===== config.mk =====
export PLATFORM = sky130hd
export DESIGN_NAME = fifo_uart_tx_drain
export DESIGN_NICKNAME = d
export VERILOG_FILES = /design/src/rtl/fifo_uart_tx_drain.sv
export SDC_FILE = /design/constraint.sdc
export NUM_CORES = 1
export LEC_CHECK = 0
export BUFFER_PORTS_ARGS = -buffer_cell sky130_fd_sc_hd__buf_2
export CORE_AREA = 2 2 43 45
export CTS_BUF_LIST = sky130_fd_sc_hd__clkbuf_2
export CTS_CLUSTER_DIAMETER = 40
export DETAILED_ROUTE_END_ITERATION = 8
export DIE_AREA = 0 0 45 47
export HOLD_SLACK_MARGIN = 0.1
export PLACE_DENSITY = 0.83
export SYNTH_ARGS = -nofsm -noshare
export SYNTH_HDL_FRONTEND = slang
export SYNTH_SLANG_ARGS = --single-unit
export TNS_END_PERCENT = 10

===== constraint.sdc =====
create_clock -name iClk -period 3.4 [get_ports iClk]
set_input_delay 0.85 -clock iClk [delete_from_list [all_inputs] [get_ports iClk]]
set_output_delay 0.85 -clock iClk [all_outputs]
set_load 0.01 [all_outputs]

===== src/rtl/fifo_uart_tx_drain.sv =====
// UART transmit drain: pops bytes from the FIFO and sends them 8N1, LSB first, timed by a 16x baud tick.
// Optional build macro UART_TX_PARITY_EN adds an even parity bit between the data bits and the stop bit.
module fifo_uart_tx_drain #(
    parameter int DATA_W = 8,
    parameter int OVS    = 16
) (
    input  logic              iClk,
    input  logic              iRst_n,
    input  logic              iBaudTick,
    input  logic              iEmpty,
    input  logic [DATA_W-1:0] iRdData,
    output logic              oPop,
    output logic              oTx,
    output logic              oBusy,
    output logic              oTxDone
);
    localparam int TICK_W = (OVS > 1) ? $clog2(OVS) : 1;
    localparam int BIT_W  = (DATA_W > 1) ? $clog2(DATA_W) : 1;
    localparam logic [TICK_W-1:0] TICK_LAST = TICK_W'(OVS - 1);
    localparam logic [BIT_W-1:0]  BIT_LAST  = BIT_W'(DATA_W - 1);

`ifdef UART_TX_PARITY_EN
    typedef enum logic [2:0] {
        IDLE   = 3'd0,
        START  = 3'd1,
        DATA   = 3'd2,
        PARITY = 3'd3,
        STOP   = 3'd4
    } state_t;

    function automatic logic evenParity(input logic [DATA_W-1:0] d);
        return ^d;
    endfunction
`else
    typedef enum logic [2:0] {
        IDLE  = 3'd0,
        START = 3'd1,
        DATA  = 3'd2,
        STOP  = 3'd4
    } state_t;
`endif

    state_t              state_r;
    state_t              nextState_s;
    logic [TICK_W-1:0]   tickCnt_r;
    logic [TICK_W-1:0]   tickNext_s;
    logic [BIT_W-1:0]    bitCnt_r;
    logic [BIT_W-1:0]    bitNext_s;
    logic [DATA_W-1:0]   shift_r;
    logic [DATA_W-1:0]   shiftNext_s;
    logic                bitEnd_s;
    logic                txNext_s;
    logic                popNext_s;
    logic                busyNext_s;
    logic                doneNext_s;
`ifdef UART_TX_PARITY_EN
    logic                parity_r;
`endif

    // A bit period ends on the baud tick that completes OVS ticks.
    assign bitEnd_s = iBaudTick && (tickCnt_r == TICK_LAST);

    // State register.
    always_ff @(posedge iClk or negedge iRst_n) begin
        if (!iRst_n) begin
            state_r <= IDLE;
        end else begin
            state_r <= nextState_s;
        end
    end

    // Next-state decode: one frame per pop, back to IDLE for exactly one cycle after STOP.
    always_comb begin
        nextState_s = state_r;
        case (state_r)
            IDLE: begin
                if (!iEmpty) nextState_s = START;
                else         nextState_s = IDLE;
            end
            START: begin
                if (bitEnd_s) nextState_s = DATA;
                else          nextState_s = START;
            end
            DATA: begin
                if (bitEnd_s && (bitCnt_r == BIT_LAST)) begin
`ifdef UART_TX_PARITY_EN
                    nextState_s = PARITY;
`else
                    nextState_s = STOP;
`endif
                end else begin
                    nextState_s = DATA;
                end
            end
`ifdef UART_TX_PARITY_EN
            PARITY: begin
                if (bitEnd_s) nextState_s = STOP;
                else          nextState_s = PARITY;
            end
`endif
            STOP: begin
                if (bitEnd_s) nextState_s = IDLE;
                else          nextState_s = STOP;
            end
            default: nextState_s = IDLE;
        endcase
    end

    // Datapath next values; ticks seen in IDLE never pre-advance the counter.
    always_comb begin
        tickNext_s  = tickCnt_r;
        bitNext_s   = bitCnt_r;
        shiftNext_s = shift_r;
        if (state_r == IDLE) begin
            tickNext_s = {TICK_W{1'b0}};
            bitNext_s  = {BIT_W{1'b0}};
            if (!iEmpty) shiftNext_s = iRdData;
            else         shiftNext_s = shift_r;
        end else if (iBaudTick) begin
            if (tickCnt_r == TICK_LAST) tickNext_s = {TICK_W{1'b0}};
            else                        tickNext_s = tickCnt_r + TICK_W'(1);
            if ((state_r == DATA) && (tickCnt_r == TICK_LAST)) begin
                shiftNext_s = {1'b0, shift_r[DATA_W-1:1]};
                bitNext_s   = bitCnt_r + BIT_W'(1);
            end else begin
                shiftNext_s = shift_r;
                bitNext_s   = bitCnt_r;
            end
        end else begin
            tickNext_s  = tickCnt_r;
        end
    end

    // Datapath registers.
    always_ff @(posedge iClk or negedge iRst_n) begin
        if (!iRst_n) begin
            tickCnt_r <= {TICK_W{1'b0}};
            bitCnt_r  <= {BIT_W{1'b0}};
            shift_r   <= {DATA_W{1'b0}};
        end else begin
            tickCnt_r <= tickNext_s;
            bitCnt_r  <= bitNext_s;
            shift_r   <= shiftNext_s;
        end
    end

`ifdef UART_TX_PARITY_EN
    // Parity is captured with the byte so it is ready when PARITY is entered.
    always_ff @(posedge iClk or negedge iRst_n) begin
        if (!iRst_n) begin
            parity_r <= 1'b0;
        end else if ((state_r == IDLE) && !iEmpty) begin
            parity_r <= evenParity(iRdData);
        end else begin
            parity_r <= parity_r;
        end
    end
`endif

    // Output decode from the upcoming state so the registered outputs line up with state_r.
    always_comb begin
        popNext_s  = (state_r == IDLE) && !iEmpty;
        busyNext_s = (nextState_s != IDLE);
        doneNext_s = (state_r == STOP) && bitEnd_s;
        txNext_s   = 1'b1;
        case (nextState_s)
            IDLE:    txNext_s = 1'b1;
            START:   txNext_s = 1'b0;
            DATA:    txNext_s = shiftNext_s[0];
`ifdef UART_TX_PARITY_EN
            PARITY:  txNext_s = parity_r;
`endif
            STOP:    txNext_s = 1'b1;
            default: txNext_s = 1'b1;
        endcase
    end

    // Output registers; reset forces the line idle immediately.
    always_ff @(posedge iClk or negedge iRst_n) begin
        if (!iRst_n) begin
            oTx     <= 1'b1;
            oPop    <= 1'b0;
            oBusy   <= 1'b0;
            oTxDone <= 1'b0;
        end else begin
            oTx     <= txNext_s;
            oPop    <= popNext_s;
            oBusy   <= busyNext_s;
            oTxDone <= doneNext_s;
        end
    end
endmodule

=== Word-level counts from Yosys, hierarchy flattened ===
Index checks and enable logic that the tools add are counted.

* Input bits: 12
* Logic and storage cells: 47
* Latch bits: 0
* Memories kept: 0
* Bits in read-only memories: 0
* Output and inout port bits: 4
* Bits in registers: 22
* RAM bits: 0

* Eq/ne operators: 8
* Add/sub/neg operators: 2
* Bitwise logic cells: 0
* Shifts and indexed selects: 0
* Magnitude comparators: 0
* Reductions and logical operators: 12
* Div/mod/pow operators: 0
* Muxes and demuxes: 16
* $mul: 0

{| class="wikitable"
|+ Operators with widths
! kind !! count
|-
| 8-bit 2-to-1 mux || 4
|-
| 3-bit 2-to-1 mux || 5
|-
| 4-bit 2-to-1 mux || 3
|-
| 3-bit one-hot mux with 4 select lines || 1
|-
| 3-bit by 1-bit == test with 1-bit output, second input constant || 2
|-
| 3-bit by 2-bit == test with 1-bit output, second input constant || 2
|-
| 3-bit == test, second input constant || 2
|-
| 1-bit logical AND || 5
|-
| 4-bit by 1-bit adder with 4-bit output, second input constant || 1
|-
| 4-bit == test, second input constant || 1
|-
| 2-bit nonzero test || 2
|-
| 3-bit by 1-bit adder with 3-bit output, second input constant || 1
|-
| 3-bit logical NOT || 1
|-
| 3-bit AND reduction || 1
|-
| 3-bit nonzero test || 1
|-
| 2-bit 2-to-1 mux || 1
|-
| 2-bit inequality test, second input constant || 1
|-
| 1-bit one-hot mux with 2 select lines || 1
|-
| 2-bit AND reduction || 1
|-
| 1-bit logical NOT || 1
|-
| 1-bit 2-to-1 mux || 1
|}

=== Depth between registers and ports, before layout ===
* Word-level depth: 7
* Mapped depth: 6
* Gate-level depth less buffers: 5

=== Worst setup path before layout ===
No wires, ideal clock.

* Kind: input to register
* Start point: in iBaudTick
* End point: reg oBusy
* Stages: 4
* Data required time: 3.269 ns
* Library setup time: 0.131 ns
* Buffers on the path: 0
* Arrival: 1.693 ns
* Setup slack: 1.576 ns
* Cell sequence: and4_4 > nand2_2 > a22o_1 > or3_1

* Word-level cells in the longest chain between the ends: 5
* Elaborated cells between the ends (all ways): 7
* Those cells by class: 4 x mux; 3 x reduce/logical

{| class="wikitable"
|+ Ends and longest elaborated chain
! item !! line !! source
|-
| from (decl) || 9 || <nowiki>input logic iBaudTick,</nowiki>
|-
| 1-bit logical AND (*) || 61 || <nowiki>assign bitEnd_s = iBaudTick && (tickCnt_r == TICK_LAST);</nowiki>
|-
| 1-bit logical AND || 85 || <nowiki>if (bitEnd_s && (bitCnt_r == BIT_LAST)) begin</nowiki>
|-
| 3-bit 2-to-1 mux || 85 ||
|-
| 3-bit one-hot mux with 4 select lines (*) || 75 || <nowiki>case (state_r)</nowiki>
|-
| net nextState_s[1] || 44 || <nowiki>state_t nextState_s;</nowiki>
|-
| 3-bit nonzero test (*) || 163 || <nowiki>busyNext_s = (nextState_s != IDLE);</nowiki>
|-
| net busyNext_s || 54 || <nowiki>logic busyNext_s;</nowiki>
|-
| to (signal assigned) || 188 || <nowiki>oBusy <= busyNext_s;</nowiki>
|-
| to (decl) || 14 || <nowiki>output logic oBusy,</nowiki>
|}

The timed path passes the listed nets; every way through them passes the cells marked *.
A chain may end at the register's enable or synchronous reset.

=== Worst setup path after layout ===
* Start point: reg oTx
* End point: out oTx

{| class="wikitable"
|+ RTL lines
! item !! line !! source
|-
| from (decl) || 13 || <nowiki>output logic oTx,</nowiki>
|-
| from (signal assigned) || 186 || <nowiki>oTx <= txNext_s;</nowiki>
|}

No word-level cell between the ends.

==> summary.md <==
| Metric | Value |
|---|---|
| DR DRC count | 0 |
| First-pass GRT wire length | 2750 µm |
| Post-synthesis async set-or-reset flop share | 1.00 |
| Largest net degree at the start of global routing | 23 |
| Initial antenna violation count | 0 |
| Die Ht | 47 µm |
| CTS max path bufs | 2 |
| Clock Sinks | 22 |
| Most frequent cells in the layout | 21 x nand2_1, 21 x dfrtp_1, 15 x buf_2 |
| Switch Pwr | around 0.25 mW |
| WL final | ~1700 µm |
| Initial DRT Pass Iterations | 5 |
| Power density over the cells | slightly below 700 nW/µm² |
| Seq cells post-synth | 22 |
| VDD IR max | 0.410 mV |
| Max Slew Vio Count | 0 |
| Post-CTS setup buffer count | 0 |
| Crit Path Class | reg -> out |
| Synth Area in Adders | 0.0389 |
| Fin area | approximately 1100 µm² |
| Min-Delay Path Class | in -> async |
| EDFF count, synth | 0 |
| Least-Margin Pin Slew | approximately 0.56 ns |
| Crit-path cells | buf_2 |
| Synthesized Nets | 107 |
| Levels on crit path | 1 |
| Die area | around 2100 µm² |
| Status | finished clean |
| # resized after CTS | 0 |
| GRT Overall Usage | 0.186 |
| Setup_tns | 0 ns |
| Post-DR wirelength/cell | 13.0 µm |
| Crit. Startpoint | oTx |
| Number of global-route vias before repair | 625 |
| GP Congestion | around 0.75 |
| Final hold vios | 0 |
| Synth area leaders | dfrtp_1 54%, nand2_1 8.2%, a22oi_1 4.7% |
| Initial DRC count | 11 |
| Reg-to-reg startpoint | tickCnt_r[0] |
| Mux share of post-synthesis cell area | 0.0104 |
| Initial Util | 0.585 |
| Period utilization | 0.536 |
| Min Tclk post-route | 1.82 ns |
| Buf/Inv on CP | 1 |
| Sequential share of the synthesized area | 0.571 |
| Fillers | 143 |
| Dominant synthesized flop cell | dfrtp_1 |
| Simple-gate area share of the yosys netlist | 0.203 |
| Row count | 15 |
| Remaining Overflow, GRT | 0 |
| DR vias | 702 |
| Slew headroom | 0.627 |
| Reg2Reg Depth | 5 |
| Max-Cap Viols | 0 |
| XOR/XNOR share of the synthesized area | 0.0181 |
| Min Hold Slack | 0.442 ns |
| CTS tree | yes |
| Avg Cell Area, Syn | approximately 10 µm² |
| Layout area overhead | 11.7% |
| CP Max Fanout | 1 |
| Sequential Power Share | 0.567 |
| Clock power share | 0.137 |
| Port bufs | 15 |
| Fin util | 0.653 |
| Dominant cell type by area after synthesis | dfrtp_1 |
| CP top delay family | flip-flops |
| Hold buffer count at cts | 0 |
| Synthesis Warnings | 0 |
| Post-synth top area share | 0.544 |
| Vias per inst | 5.53 |
| Leakage | 0.521 nW |
| Crit path max-delay cell type | dfstp_2 |
| Nets | 126 |
| Clock latency on the worst-skew pair | 0.32 ns |
| Post-Syn Area | 966 µm² |
| CTS Root Cell | clkbuf_2 |
| Worst Clk Skew | 0.00734 ns |
| Critical path capture point type | primary output |
| Synth cell types | 29 |
| RSZ-0062 raised after global routing | false |
| Number of setup violations in the final report | 0 |
| WP data arrival | 0.97 ns |
| Net Sw Frac | 0.347 |
| Core Area | 1650 µm² |
| Routed Antenna Nets | 0 |
| Critical path startpoint category | register |
| Cell internal pwr | 0.475 mW |
| Worst EP required | 2.55 ns |
| DP Wirelength | 1250 µm |
| Cells after synthesis | ~90 |
| Reg clk slew, reported paths | 0.19 ns |
| Highest clock rate | 548 MHz |
| Compound-cell area share of the yosys netlist | 0.140 |
| Combinational fraction of design power | 0.296 |
| Die Wd | 45 µm |
| Cts bufs inserted | 3 |
| Ports | 16 |
| CTS H-Tree Depth | 1 |
| Largest family of logic cells by synthesized area | simple AND/OR/NAND/NOR gates |
| N_diodes | 0 |
| Slowest stage delay, CP | 0.55 ns |
| Placed Area | 1060 µm² |
| Share of cells above drive strength 1 | 0.218 |
[worst paths after layout]
check | endpoint | slack (ns)
worst max-delay path | oTx | 1.58
worst max register to register | oTx | 1.63
worst min register to register | shift_r[0] | 0.51
worst min-delay path | tickCnt_r[3] | 0.44
max in group asynchronous | oTx | 2.61
min in group iClk | shift_r[0] | 0.51
[flip-flops by register name (all words and copies together), names as in the netlist]
signal / cells
oPop: 1
tickCnt_r: 4
oBusy: 1
oTxDone: 1
state_r: 3
shift_r: 8
oTx: 1
bitCnt_r: 3
[synth_stat cells, types with 2 or more instances]
cell,count
nand2_1,21
nor3b_1,2
nor2_1,6
o21ai_0,3
inv_1,2
buf_2,2
or3_1,3
nor3_1,2
a22oi_1,6
ha_1,3
dfrtp_1,21
a21oi_1,4
[layout make-up]
| type | instances | area [µm²] | area share |
|---|---|---|---|
| inverters | 2 | 7.51 | 0.00696 |
| well taps | 17 | 21.3 | 0.0197 |
| multi-input cells | 66 | 397 | 0.368 |
| clock inverters | 1 | 3.75 | 0.00348 |
| clock buffers | 3 | 15.0 | 0.0139 |
| flip-flops and latches | 22 | 552 | 0.512 |
| repair buffers | 16 | 82.6 | 0.0766 |
[metrics by stage]
stage          std cells  setup WS, ns  power (mW)
6_report             127          1.58       0.728
5_1_grt              127          1.44       0.789
4_1_cts              127          1.56       0.736
3_5_place_dp         123          1.35       0.639
3_3_place_gp         123          1.37       0.625
2_1_floorplan         92          1.58       0.564
[power groups by stage]
stage | clock (mW) | combinational, mW | sequential [mW]
floorplan | 0 | 0.151 | 0.413
CTS | 0.103 | 0.220 | 0.413
global placement | 0 | 0.211 | 0.414
detailed placement | 0 | 0.219 | 0.419
finish | 0.0998 | 0.216 | 0.412
global route | 0.114 | 0.250 | 0.426
[metal layers]
metal | part of all wire | vias up | GRT usage
met4 | 0.0067 | 0 | 0.106
met5 | 0 | - | 0
met3 | 0.036 | 2 | 0.0346
met2 | 0.46 | 14 | 0.257
li1 | - | 362 | -
met1 | 0.50 | 324 | 0.274
[cells by family after synthesis]
group,count (synthesis)
AND/OR/NAND/NOR,40
XOR/XNOR,2
adder cells (fa/ha/maj),3
multiplexers,1
buffers and inverters,4
flip-flops,22
AO/OA/AOI/OAI,20
Note: power is estimated with default switching activity, not from simulation.
